`src/rtl/counter_4b_sequencer_pkg.sv`:
```
// Shared encodings for the 4-bit counter sequencer.
// Latency: n/a (types, constants and helpers only).
// Backpressure: n/a.
package counter_4b_sequencer_pkg;

  // Counter mode encodings as seen on cmd_mode / ctr_mode.
  typedef enum logic [1:0] {
    MODE_UP  = 2'b00,
    MODE_DN  = 2'b01,
    MODE_DN3 = 2'b10,
    MODE_LD  = 2'b11
  } ctr_mode_t;

  // Sequencer FSM states, 2-bit binary.
  typedef enum logic [1:0] {
    S_IDLE = 2'b00,
    S_LOAD = 2'b01,
    S_RUN  = 2'b10,
    S_DONE = 2'b11
  } seq_state_t;

  // The event counter needs one extra bit so that a target of 16 is representable.
  localparam int EVT_W = 5;

  // A programmed count of zero means a full 16-event run.
  function automatic logic [EVT_W-1:0] run_target(input logic [3:0] count);
    return (count == 4'd0) ? 5'd16 : {1'b0, count};
  endfunction

endpackage

```
`src/rtl/counter_4b_sequencer_event_counter.sv`:
```
// Generic up-counter with synchronous clear, increment and target-hit flag.
// Latency: count updates on the edge after inc; hit is combinational from inc and count.
// Backpressure: none; in saturating mode increments at all-ones are dropped.
//
// Ports:
//   clk, reset   clock and asynchronous active-low reset
//   clr          synchronous clear (wins over inc)
//   inc          count one event this cycle
//   target       value whose arrival raises hit
//   cnt          current count
//   hit          this increment makes cnt equal target
module seq_event_counter #(
  parameter int W   = 5,
  parameter bit SAT = 1'b0
) (
  input  logic         clk,
  input  logic         reset,
  input  logic         clr,
  input  logic         inc,
  input  logic [W-1:0] target,
  output logic [W-1:0] cnt,
  output logic         hit
);

  logic at_max;

  assign at_max = (cnt == {W{1'b1}});
  assign hit    = inc && ((cnt + W'(1)) == target);

  always_ff @(posedge clk or negedge reset) begin
    if (!reset) begin
      cnt <= '0;
    end else if (clr) begin
      cnt <= '0;
    end else if (inc && !(SAT && at_max)) begin
      cnt <= cnt + W'(1);
    end
  end

endmodule

```
`src/rtl/counter_4b_sequencer.sv`:
```
// Command sequencer driving a 4-bit counter: run-until-N-rco or parallel load with ack timeout.
// Latency: outputs change on the accept edge; done pulses on the edge the run/load completes.
// Backpressure: cmd_ready is low from accept until one cycle after done; upstream holds cmd.
//
// Ports:
//   clk, reset                        clock, asynchronous active-low reset
//   cmd_valid/cmd_ready               command handshake
//   cmd_mode, cmd_data, cmd_count     mode, load data, rco events per run (0 = 16)
//   ctr_rco, ctr_load, ctr_Q          counter wrap pulse, load ack, current value
//   ctr_enable, ctr_mode, ctr_D       counter controls
//   busy, done, err, q_last           status, completion pulse, sticky load timeout, captured Q
//   rco_total                         saturating count of rco seen while enabled
module counter_4b_sequencer #(
  parameter int TIMEOUT   = 8,
  parameter int RCO_TOT_W = 8
) (
  input  logic                 clk,
  input  logic                 reset,
  input  logic                 cmd_valid,
  output logic                 cmd_ready,
  input  logic [1:0]           cmd_mode,
  input  logic [3:0]           cmd_data,
  input  logic [3:0]           cmd_count,
  input  logic                 ctr_rco,
  input  logic                 ctr_load,
  input  logic [3:0]           ctr_Q,
  output logic                 ctr_enable,
  output logic [1:0]           ctr_mode,
  output logic [3:0]           ctr_D,
  output logic                 busy,
  output logic                 done,
  output logic                 err,
  output logic [3:0]           q_last,
  output logic [RCO_TOT_W-1:0] rco_total
);

  import counter_4b_sequencer_pkg::*;

  localparam int                WAIT_W    = $clog2(TIMEOUT) + 1;
  localparam logic [WAIT_W-1:0] WAIT_LAST = WAIT_W'(TIMEOUT - 1);

  seq_state_t        state;
  logic [WAIT_W-1:0] wait_cnt;
  logic [EVT_W-1:0]  evt_target;
  logic              evt_clr;
  logic              evt_inc;
  logic              evt_hit;
  logic [EVT_W-1:0]  evt_cnt_unused;
  logic              tot_hit_unused;
  logic              accept;
  logic              wait_expired;
  logic              finish;

  assign accept       = (state == S_IDLE) && cmd_valid && cmd_ready;
  assign wait_expired = (wait_cnt == WAIT_LAST);
  // An ack arriving on the timeout cycle completes the load successfully.
  assign finish = ((state == S_LOAD) && (ctr_load || wait_expired)) ||
                  ((state == S_RUN) && evt_hit);

  // Events only count toward a command while in RUN; cleared whenever idle.
  assign evt_clr = (state == S_IDLE);
  assign evt_inc = (state == S_RUN) && ctr_rco;

  seq_event_counter #(.W(EVT_W), .SAT(1'b0)) u_evt (
    .clk    (clk),
    .reset  (reset),
    .clr    (evt_clr),
    .inc    (evt_inc),
    .target (evt_target),
    .cnt    (evt_cnt_unused),
    .hit    (evt_hit)
  );

  // Statistic counts on the registered enable, so a pulse landing on the
  // edge that leaves RUN is still included.
  seq_event_counter #(.W(RCO_TOT_W), .SAT(1'b1)) u_tot (
    .clk    (clk),
    .reset  (reset),
    .clr    (1'b0),
    .inc    (ctr_rco && ctr_enable),
    .target ({RCO_TOT_W{1'b1}}),
    .cnt    (rco_total),
    .hit    (tot_hit_unused)
  );

  always_ff @(posedge clk or negedge reset) begin
    if (!reset) begin
      state      <= S_IDLE;
      wait_cnt   <= '0;
      evt_target <= '0;
      cmd_ready  <= 1'b0;
      ctr_enable <= 1'b0;
      ctr_mode   <= 2'b00;
      ctr_D      <= 4'b0000;
      busy       <= 1'b0;
      done       <= 1'b0;
      err        <= 1'b0;
      q_last     <= 4'b0000;
    end else begin
      done <= 1'b0;
      case (state)
        S_IDLE: begin
          if (accept) begin
            cmd_ready  <= 1'b0;
            busy       <= 1'b1;
            ctr_enable <= 1'b1;
            ctr_mode   <= cmd_mode;
            err        <= 1'b0;
            wait_cnt   <= '0;
            evt_target <= run_target(cmd_count);
            if (cmd_mode == MODE_LD) begin
              ctr_D <= cmd_data;
              state <= S_LOAD;
            end else begin
              state <= S_RUN;
            end
          end else begin
            cmd_ready <= 1'b1;
          end
        end
        S_LOAD: begin
          if (!finish) begin
            wait_cnt <= wait_cnt + WAIT_W'(1);
          end else if (!ctr_load) begin
            err <= 1'b1;
          end
        end
        S_RUN: begin
        end
        S_DONE: begin
          state     <= S_IDLE;
          busy      <= 1'b0;
          cmd_ready <= 1'b1;
        end
        default: state <= S_IDLE;
      endcase

      if (finish) begin
        state      <= S_DONE;
        done       <= 1'b1;
        ctr_enable <= 1'b0;
        q_last     <= ctr_Q;
      end
    end
  end

endmodule
```
`config.mk`:
```
export PLATFORM = sky130hd
export DESIGN_NAME = counter_4b_sequencer
export DESIGN_NICKNAME = d
export VERILOG_FILES = /design/src/rtl/counter_4b_sequencer_pkg.sv /design/src/rtl/counter_4b_sequencer_event_counter.sv /design/src/rtl/counter_4b_sequencer.sv
export SDC_FILE = /design/constraint.sdc
export NUM_CORES = 1
export LEC_CHECK = 0
export ABC_CLOCK_PERIOD_IN_PS = 1800
export BUFFER_PORTS_ARGS = -buffer_cell sky130_fd_sc_hd__clkbuf_2
export CAP_MARGIN = 20
export CORE_ASPECT_RATIO = 1.25
export CORE_MARGIN = 1.5
export CORE_UTILIZATION = 41
export CTS_BUF_LIST = sky130_fd_sc_hd__clkbuf_8
export DETAILED_ROUTE_END_ITERATION = 12
export MAX_ROUTING_LAYER = met4
export PLACE_DENSITY_LB_ADDON = 0.05
export SLEW_MARGIN = 20
export SYNTH_ARGS = -nofsm -noshare
export SYNTH_HDL_FRONTEND = slang
export SYNTH_SLANG_ARGS = --single-unit
```
`constraint.sdc`:
```
create_clock -name clk -period 1.8 [get_ports clk]
set_clock_uncertainty 0.1 [all_clocks]
set_input_delay 0.27 -clock clk [delete_from_list [all_inputs] [get_ports clk]]
set_output_delay 0.27 -clock clk [all_outputs]
set_load 0.02 [all_outputs]
```
==> impl_metrics.tcl, run 1 <==
set metrics [dict create \
    detail_route.wl_per_cell_um 14.3 \
    slowest_stage "dfrtp_1" \
    violations "setup timing" \
    first_pass_iters 4 \
    synth_compound_area_share_pct 9.10 \
    syn_area_um2 1870 \
    wl_um 4530 \
    relSlewSlack_pct 64.3 \
    ioPinCount 42 \
    synth_edf_count 0 \
    vdd_drop_max_v 0.000901 \
    max_cap_viol_count 0 \
    initial_utilization_pct 42.6 \
    crit_type "flip-flop to flip-flop" \
    synth-adder-area-share_pct 4.69 \
    clock_power_share_pct 16.7 \
    gp_congestion 0.756 \
    worst_slew_pin_slew_ns 0.535 \
    stdcell_count 316 \
    nFillCells 391 \
    cp-start-kind "flip-flop" \
    setup_viol 9 \
    switching_share_pct 39.3 \
    yosysWarningCount 0 \
    ant_nets 0 \
    grt_overflow 0 \
    fin_crit_sh_pct 111 \
    cp_top_family "compound AO/OA/AOI/OAI gates" \
    dieArea_um2 4980 \
    synthFlopType "dfrtp_1" \
    dp_hpwl_um 3360 \
    synthMuxAreaShare_pct 5.96 \
    fp-row-count 27 \
    critPathMaxStageDelay_ns 0.42 \
    ys_types 34 \
    cts_tree "done" \
    cts_buffers 5 \
    syn_inst 178 \
    path_cells "ha_4 -> xor2_2 -> o41ai_2 -> o21ai_2 -> buf_6 -> buf_6 -> nand4b_1 -> o211ai_1" \
    io_buffers 41 \
    synth_xor_area_share_pct 7.03 \
    seq_area_frac_synth_pct 52.2 \
    viasPerCell 5.13 \
    synth_top_area_share_pct 52.2 \
    power_frac_seq_pct 32.5 \
    cts_htree_levels 2 \
    placedCellCount 304 \
    hold_class "input port to flip-flop" \
    critPathCaptureType "flip-flop" \
    async_reset_ff_share_pct 100 \
    period_needed_ns 2.00 \
    status "finished, violations left" \
    grt_pass1_vias 1708 \
    path_buf_inv 2 \
    cp_data_required_time_ns 1.86 \
    synth_area_leaders "dfrtp_1 52%, nand2_1 7.0%, mux2_2 5.4%" \
    post-place-ws_ns -0.154 \
    synth-simple-area-share_pct 18.2 \
    antenna_found_initial 0 \
    crit_path_frequent_cell "buf_6" \
    internal_power_w 0.00272 \
    syn-num-nets 204 \
    die-width_um 63.4 \
    syn2layout_area_growth_pct 40.8 \
    clock_sinks 39 \
    vias 1622 \
    drive_gt1_share_pct 44.2 \
    p_leak_nw 1.31 \
    crit_fanout 5 \
    power_w 0.00448 \
    syn_area_per_cell_um2 10.5 \
    layout_setup_ws_ns -0.203 \
    design_area_um2 2630 \
    yosys.area.top_type "dfrtp_1" \
    grt_start_max_net_pins 22 \
    worstPathArrival_ns 2.06 \
    grt_pass1_wl_um 7650 \
    nets 283 \
    insertion_delay_ns 0.28 \
    cts_buffer_depth 2 \
    p_per_area_nw_per_um2 1700 \
    route.detailed.drc 0 \
    die_h_um 78.5 \
    rsz0062_at_grt "yes" \
    core_area_um2 4390 \
    slew_violations 0 \
    hold_viol 0 \
    synth_top_family_by_area "simple AND/OR/NAND/NOR gates" \
    postPlaceCellArea_um2 2390 \
    antenna_cells 0 \
    ys_ff_latch 39 \
    drt_iter0_drc 57 \
    p_sw_w 0.00176 \
    clk_pin_slew_ns 0.07 \
    fmax_mhz 499 \
    share_comb_of_total_power_pct 50.8 \
    grt.total_usage_pct 20.1 \
    cts_root_buf "clkbuf_8" \
]
==> worst register-to-register path, stage by stage, from the launching register on <==
cell and delay (ns):
dfrtp_1 0.42, ha_4 0.27, xor2_2 0.15, o41ai_2 0.34
o21ai_2 0.14, buf_6 0.16, buf_6 0.11, nand4b_1 0.09
o211ai_1 0.10
==> registers in the layout, indices dropped and copies added (netlist names), 2 cells and up <==
name	count
wait_cnt	4
state	2
evt_target	5
ctr_mode	2
q_last	4
u_evt.cnt	5
ctr_D	4
u_tot.cnt	8
==> what timing repair did <==
| item | CTS | global route |
|---|---|---|
| resized for setup | 7 | 12 |
| endpoints found under the hold margin | 18 | 0 |
| endpoints found under the setup margin | 13 | 21 |
| pin swaps | 1 | 8 |
| hold buffers | 1 | 0 |
| buffers inserted | 3 | 1 |
| gates cloned | 0 | 1 |
==> synth_stat cells, drive strengths merged (2+ instances only) <==
cell type and number:
dfrtp 39, nand2 35, a21oi 9, mux2 9, xnor2 9, ha 7, inv 7, nand3 7
nor2 7, and3 6, xor2 6, o211ai 5, o21ai 5, clkbuf 4, nand4 4, a31oi 2
nand2b 2, nor3 2, nor3b 2
==> final cells by class <==
class                   count  area, um2  share of cell area [%]
repair buffers             77        498                    18.9
flip-flops and latches     39        976                    37.1
inverters                   7       26.3                   0.999
multi-input cells         127        941                    35.8
clock buffers               6       82.6                    3.14
well taps                  58       72.6                    2.76
clock inverters             2       35.0                    1.33
==> layout by cell type (no fill, tap or decap), types with 3 or more instances in the layout <==
cell and instances:
a21oi_1 7, and3_1 5, buf_4 32, clkbuf_2 41
clkbuf_8 6, dfrtp_1 39, ha_1 4, inv_1 6
mux2_2 9, nand2_1 35, nand3_1 5, nand4_1 4
nor2_1 6, o211ai_1 5, o21ai_0 3, xnor2_1 8
xor2_1 5
==> power by group through the flow <==
stage / combinational, W / clock (W) / sequential [W]
6_report: 0.00228 / 0.000747 / 0.00146
5_1_grt: 0.00247 / 0.000812 / 0.00151
4_1_cts: 0.00219 / 0.000763 / 0.00144
3_5_place_dp: 0.00208 / 0 / 0.00146
3_3_place_gp: 0.00200 / 0 / 0.00143
2_1_floorplan: 0.000919 / 0 / 0.00173
==> per-stage QoR <==
step / TNS [ns] / hold WS [ns] / util, %
2_1_floorplan: -0.254 / -0.126 / -
3_3_place_gp: -0.539 / 0.169 / 54.4
3_5_place_dp: -1.12 / 0.181 / 54.4
4_1_cts: -0.924 / 0.0777 / 58.4
5_1_grt: -2.22 / 0.0999 / 59.9
6_report: -1.56 / 0.0849 / 59.9
==> final timing paths <==
| path | start | to | slack [ns] | depth (start not counted) |
|---|---|---|---|---|
| worst min register to register | ctr_mode[0]$_DFFE_PN0P_ | ctr_mode[0]$_DFFE_PN0P_ | 0.38 | 2 |
| max in group asynchronous | reset | u_tot.cnt[7]$_DFFE_PN0P_ | 0.72 | 3 |
| min in group asynchronous | reset | u_evt.cnt[4]$_DFFE_PN0P_ | 0.39 | 2 |
| worst max register to register | u_evt.cnt[0]$_DFFE_PN0P_ | wait_cnt[0]$_DFFE_PN0P_ | -0.20 | 8 |
| worst min-delay path | cmd_mode[1] | ctr_mode[1]$_DFFE_PN0P_ | 0.08 | 3 |
| worst max-delay path | u_evt.cnt[0]$_DFFE_PN0P_ | wait_cnt[0]$_DFFE_PN0P_ | -0.20 | 8 |
==> layer usage <==
| layer | global-route usage, % | wire, um | share of wire (%) | vias to the layer above |
|---|---|---|---|---|
| li1 | - | - | - | 770 |
| met1 | 21.6 | 1710 | 38 | 807 |
| met2 | 36.7 | 2590 | 57 | 36 |
| met3 | 3.15 | 124 | 2.7 | 9 |
| met4 | 8.04 | 108 | 2.4 | 0 |
| met5 | - | 0 | 0 | - |
==> cells by family after synthesis <==
group	count (synthesis)
fa+ha+maj	7
mux	10
buf+inv	12
flops	39
compound gates	25
xor+xnor	15
simple gates	70
(Power assumes the default switching activity.)
==> run 2, diff against run 1 <==
--- a/config.mk
+++ b/config.mk
@@ -14,7 +14,7 @@
 export CTS_BUF_LIST = sky130_fd_sc_hd__clkbuf_8
 export DETAILED_ROUTE_END_ITERATION = 12
 export MAX_ROUTING_LAYER = met4
-export PLACE_DENSITY_LB_ADDON = 0.05
+export PLACE_DENSITY = 0.75
 export SLEW_MARGIN = 20
 export SYNTH_ARGS = -nofsm -noshare
 export SYNTH_HDL_FRONTEND = slang
==> impl_metrics.tcl, run 2 (synthesis gave the netlist of run 1 again) <==
set metrics [dict create \
    max_cap_viol_count 0 \
    grt_pass1_wl_um 7370 \
    hold_viol 0 \
    crit_path_frequent_cell "buf_6" \
    violations "setup timing" \
    syn2layout_area_growth_pct 42.0 \
    wl_um 4500 \
    first_pass_iters 4 \
    die_h_um 78.5 \
    grt.total_usage_pct 19.5 \
    worstPathArrival_ns 2.02 \
    critPathCaptureType "flip-flop" \
    largestRegisters "u_tot.cnt (8), evt_target (5), u_evt.cnt (5)" \
    largest_reg_flops 8 \
    gp_congestion 0.782 \
    cp_top_family "compound AO/OA/AOI/OAI gates" \
    path_buf_inv 2 \
    crit_type "flip-flop to flip-flop" \
    antenna_found_initial 0 \
    slowest_stage "dfrtp_2" \
    drive_gt1_share_pct 45.8 \
    hold_class "input port to flip-flop" \
    cts_root_buf "clkbuf_8" \
    crit_fanout 7 \
    final_common_cell "clkbuf_2" \
    io_buffers 41 \
    fmax_mhz 525 \
    cts_buffers 5 \
    vias 1613 \
    relSlewSlack_pct 67.2 \
    r2r_start "u_evt.cnt[0]$_DFFE_PN0P_" \
    nFillCells 388 \
    final_cell_mix "41 x clkbuf_2, 38 x dfrtp_1, 35 x nand2_1" \
    core_area_um2 4390 \
    setup_viol 7 \
    insertion_delay_ns 0.29 \
    worst_slew_pin_slew_ns 0.492 \
    period_needed_ns 1.90 \
    die-width_um 63.4 \
    worstReg2RegEnd "wait_cnt[3]$_DFFE_PN0P_" \
    critPathMaxStageDelay_ns 0.45 \
    worstHoldStart "cmd_mode[0]" \
    antenna_cells 0 \
    detail_route.wl_per_cell_um 14.2 \
    whs_endpoint "ctr_mode[0]$_DFFE_PN0P_" \
    min_path_cells 3 \
    cp-start-kind "flip-flop" \
    slew_violations 0 \
    p_leak_nw 1.33 \
    rrSetupSlack_ns -0.10 \
    initial_utilization_pct 42.6 \
    clock_sinks 39 \
    dp_hpwl_um 3050 \
    route.detailed.drc 0 \
    rsz0062_at_grt "yes" \
    grt_overflow 0 \
    rr_worst_depth 7 \
    fin_crit_sh_pct 106 \
    largest-register "u_tot.cnt" \
    path_cells "buf_6 -> xnor2_2 -> o41ai_2 -> o21ai_2 -> buf_6 -> and4b_1 -> nor3_2" \
    cts_htree_levels 2 \
    cts_buffer_depth 2 \
    cp_data_required_time_ns 1.92 \
    p_per_area_nw_per_um2 1660 \
    fp-row-count 27 \
    post-place-ws_ns -0.165 \
    ioPinCount 42 \
    clk_pin_slew_ns 0.07 \
    dieArea_um2 4980 \
    ant_nets 0 \
    nets 285 \
    status "finished, violations left" \
    viasPerCell 5.07 \
    vdd_drop_max_v 0.000961 \
    drt_iter0_drc 35 \
    setup_tns_ns -0.588 \
    layout_setup_ws_ns -0.103 \
    grt_pass1_vias 1645 \
    grt_start_max_net_pins 40 \
    cts_tree "done" \
]
run 2: how the worst max path moves through the flow:
stage,startpoint,to,slack (ns),depth (start not counted)
detailed placement,u_evt.cnt[1]$_DFFE_PN0P_,err$_DFFE_PN0P_,-0.16,8
floorplan,wait_cnt[0]$_DFFE_PN0P_,wait_cnt[3]$_DFFE_PN0P_,-0.05,8
finish,u_evt.cnt[0]$_DFFE_PN0P_,wait_cnt[3]$_DFFE_PN0P_,-0.10,7
CTS,wait_cnt[1]$_DFFE_PN0P_,q_last[3]$_DFFE_PN0P_,-0.1,7
global route,wait_cnt[0]$_DFFE_PN0P_,q_last[2]$_DFFE_PN0P_,-0.20,7
global placement,u_evt.cnt[0]$_DFFE_PN0P_,err$_DFFE_PN0P_,-0.11,8
run 2: worst min-delay path, cell delays in order:
cell      delay, ns
clkbuf_2       0.09
nand2_1        0.04
nand2_1        0.04
run 2: report_power, final:
group          total (W)  switching, W  internal (W)
clock           0.000654      0.000305      0.000348
sequential       0.00146      0.000239       0.00122
combinational    0.00229       0.00122       0.00108
run 2: what timing repair did:
item	4_1_cts	5_1_grt
hold buffers	1	0
pin swaps	5	3
endpoints found under the setup margin	13	17
endpoints found under the hold margin	39	0
setup buffers	7	4
gates resized for setup	19	12
cloned	1	0
run 2: metrics by stage:
stage               hold WS (ns)  instance area, um2  power [W]  std cells  util [%]
floorplan                 -0.126                1880    0.00265        178         -
global placement           0.253                2340    0.00339        299      53.2
detailed placement         0.258                2340    0.00346        299      53.2
CTS                       0.0705                2600    0.00432        316      59.3
global route              0.0902                2660    0.00470        318      60.5
finish                    0.0792                2660    0.00441        318      60.5
run 2: layer usage:
metal | routed length (um) | share of wire [%] | global-route usage (%)
met5 | 0 | 0 | -
met1 | 1850 | 41 | 21.7
met2 | 2400 | 53 | 33.8
met4 | 106 | 2.4 | 9.13
met3 | 148 | 3.3 | 3.72
run 2: area by class of cell:
cell class              count  area, um2  area share (%)
multi-input cells         127        965            36.3
clock inverters             1       7.51           0.283
well taps                  58       72.6            2.73
inverters                   7       28.8            1.08
repair buffers             79        508            19.1
flip-flops and latches     39        977            36.8
clock buffers               7       96.3            3.63
==> run 3, diff against run 2 <==
--- a/config.mk
+++ b/config.mk
@@ -5,6 +5,7 @@
 export SDC_FILE = /design/constraint.sdc
 export NUM_CORES = 1
 export LEC_CHECK = 0
+export ABC_AREA = 1
 export ABC_CLOCK_PERIOD_IN_PS = 1800
 export BUFFER_PORTS_ARGS = -buffer_cell sky130_fd_sc_hd__clkbuf_2
 export CAP_MARGIN = 20
==> impl_metrics.tcl, run 3 <==
set metrics [dict create \
    ys_types 26 \
    nets 296 \
    critPathCaptureType "flip-flop" \
    largest_reg_flops 8 \
    vdd_drop_max_v 0.000919 \
    cp-start-kind "flip-flop" \
    syn_inst 212 \
    synth_commonest_cells "62 x nand2_1, 39 x dfrtp_1, 24 x inv_1" \
    max_cap_viol_count 0 \
    insertion_delay_ns 0.29 \
    synthFlopType "dfrtp_1" \
    p_leak_nw 1.26 \
    synth_area_leaders "dfrtp_1 52%, nand2_1 12%, inv_1 4.8%" \
    violations "setup timing" \
    cp_data_required_time_ns 1.88 \
    worst_slew_pin_slew_ns 0.489 \
    core_area_um2 4390 \
    async_reset_ff_share_pct 100 \
    nFillCells 401 \
    crit_fanout 7 \
    p_per_area_nw_per_um2 1590 \
    clk_pin_slew_ns 0.08 \
    synth_edf_count 0 \
    grt_overflow 0 \
    syn_area_um2 1880 \
    cts_tree "done" \
    fin_crit_sh_pct 103 \
    grt_start_max_net_pins 40 \
    yosysMostFrequentCell "nand2_1" \
    drt_iter0_drc 46 \
    synth_top_area_share_pct 52.0 \
    dieArea_um2 5000 \
    synth_compound_area_share_pct 7.59 \
    largest-register "u_tot.cnt" \
    relSlewSlack_pct 67.4 \
    die-width_um 63.5 \
    vias 1606 \
    hold_class "input port to flip-flop" \
    syn_area_per_cell_um2 8.86 \
    grt_pass1_wl_um 6580 \
    crit_type "flip-flop to flip-flop" \
    syn-num-nets 238 \
    clock_sinks 39 \
    layout_setup_ws_ns -0.0472 \
    hold_viol 0 \
    status "finished, violations left" \
    synth-simple-area-share_pct 23.6 \
    worstPathArrival_ns 1.93 \
    antenna_cells 0 \
    cts_htree_levels 2 \
    dp_hpwl_um 2900 \
    yosys.area.top_type "dfrtp_1" \
    ys_ff_latch 39 \
    cts_root_buf "clkbuf_8" \
    rsz0062_at_grt "yes" \
    seq_area_frac_synth_pct 52.0 \
    route.detailed.drc 0 \
    wl_um 4070 \
    grt.total_usage_pct 17.2 \
    post-place-ws_ns 0.0175 \
    largestRegisters "u_tot.cnt (8), evt_target (5), u_evt.cnt (5)" \
    synth-adder-area-share_pct 4.66 \
    synthMuxAreaShare_pct 2.40 \
    antenna_found_initial 0 \
    syn2layout_area_growth_pct 27.9 \
    synth_top_family_by_area "simple AND/OR/NAND/NOR gates" \
    postPlaceCellArea_um2 2200 \
    viasPerCell 4.88 \
    first_pass_iters 4 \
    cts_buffer_depth 2 \
    drive_gt1_share_pct 33.2 \
    synth_xor_area_share_pct 4.20 \
    ioPinCount 42 \
    grt_pass1_vias 1588 \
    period_needed_ns 1.85 \
    cts_buffers 5 \
    final_common_cell "nand2_1" \
    io_buffers 41 \
    gp_congestion 0.881 \
    initial_utilization_pct 42.8 \
    fmax_mhz 541 \
    detail_route.wl_per_cell_um 12.4 \
    setup_viol 6 \
    final_cell_mix "51 x nand2_1, 41 x clkbuf_2, 39 x dfrtp_1" \
    fp-row-count 27 \
    die_h_um 78.7 \
    ant_nets 0 \
    design_area_um2 2400 \
    yosysWarningCount 0 \
    slew_violations 0 \
]
run 3: cell count changes in the layout (fill, tap and decap cells not counted), sizes merged, moves of 4 or more:
| cell | delta |
|---|---|
| and3 | -6 |
| o21ai | +9 |
| mux2 | -5 |
| nor2 | +7 |
| buf | -26 |
| inv | +19 |
| nand3 | +7 |
| a21oi | -7 |
| nand2 | +30 |
| xnor2 | -5 |
| o211ai | -4 |
run 3: through the flow:
step | hold slack (ns) | TNS, ns | instances | power, W | utilization (%)
after floorplan | -0.126 | 0 | 212 | 0.00248 | -
after global placement | 0.264 | 0 | 316 | 0.00298 | 50.0
after detailed placement | 0.260 | 0 | 316 | 0.00304 | 50.0
after CTS | 0.0785 | -0.0119 | 325 | 0.00361 | 52.1
after global routing | 0.0906 | -1.87 | 329 | 0.00410 | 54.7
final | 0.0814 | -0.152 | 329 | 0.00382 | 54.7
run 3: repair_timing:
action / in CTS / in global routing
pin swaps: 0 / 9
hold buffers: 1 / 0
hold endpoints to repair: 39 / 0
gates resized for setup: 0 / 28
setup endpoints to repair: 1 / 15
setup buffers: 0 / 4
run 3: final timing paths:
kind / slack (ns) / depth (start not counted) / start / end
setup / recovery: -0.05 / 12 / u_evt.cnt[1]$_DFFE_PN0P_ / q_last[0]$_DFFE_PN0P_
hold / removal: 0.08 / 3 / ctr_Q[1] / q_last[1]$_DFFE_PN0P_
setup reg to reg: -0.05 / 12 / u_evt.cnt[1]$_DFFE_PN0P_ / q_last[0]$_DFFE_PN0P_
hold reg to reg: 0.38 / 2 / q_last[2]$_DFFE_PN0P_ / q_last[2]$_DFFE_PN0P_
max in group asynchronous: 0.79 / 3 / reset / done$_DFF_PN0_
min in group asynchronous: 0.47 / 3 / reset / evt_target[4]$_DFFE_PN0P_
run 3: worst max-delay path: stages, from the launching register on:
cell,delay (ns)
dfrtp_1,0.42
ha_4,0.29
inv_2,0.04
nand2_2,0.05
nand3_2,0.05
nor2_1,0.10
nand2_1,0.06
nor2_1,0.10
nand2_1,0.09
nand2_4,0.10
clkinvlp_4,0.18
nand2_2,0.11
nand2_1,0.05
run 3: cell families (layout without fill, tap and decap cells):
family	Yosys count	after routing
AOI/OAI and AO/OA	24	24
adders and majority gates	7	7
DFF	39	39
and+or+nand+nor	102	102
muxes	4	4
buffers and inverters	27	86
xor gates and xnor gates	9	9
run 3: metal layers:
metal  vias up  global-route usage, %  share of wire, %  routed length (um)
li1        798                      -                 -                   -
met1       771                   19.5                43                1760
met2        32                   30.1                52                2130
met3         5                   2.72               2.8                 114
met4         0                   7.61               1.6                  66
met5         -                      -                 0                   0
run 3: power breakdown:
group          total [W]  switching, W  internal [W]
Clock           0.000559      0.000298      0.000261
Combinational    0.00179       0.00107      0.000719
Sequential       0.00147      0.000267       0.00120
Total            0.00382       0.00164       0.00218
run 3: area by class of cell:
class                           instances  area [um2]  area share [%]
Multi-Input combinational cell        146         877            36.5
Timing Repair Buffer                   53         298            12.4
Tap cell                               58        72.6            3.02
Clock inverter                          3        12.5           0.521
Clock buffer                            5        68.8            2.86
Sequential cell                        39         976            40.6
Inverter                               25        97.6            4.06
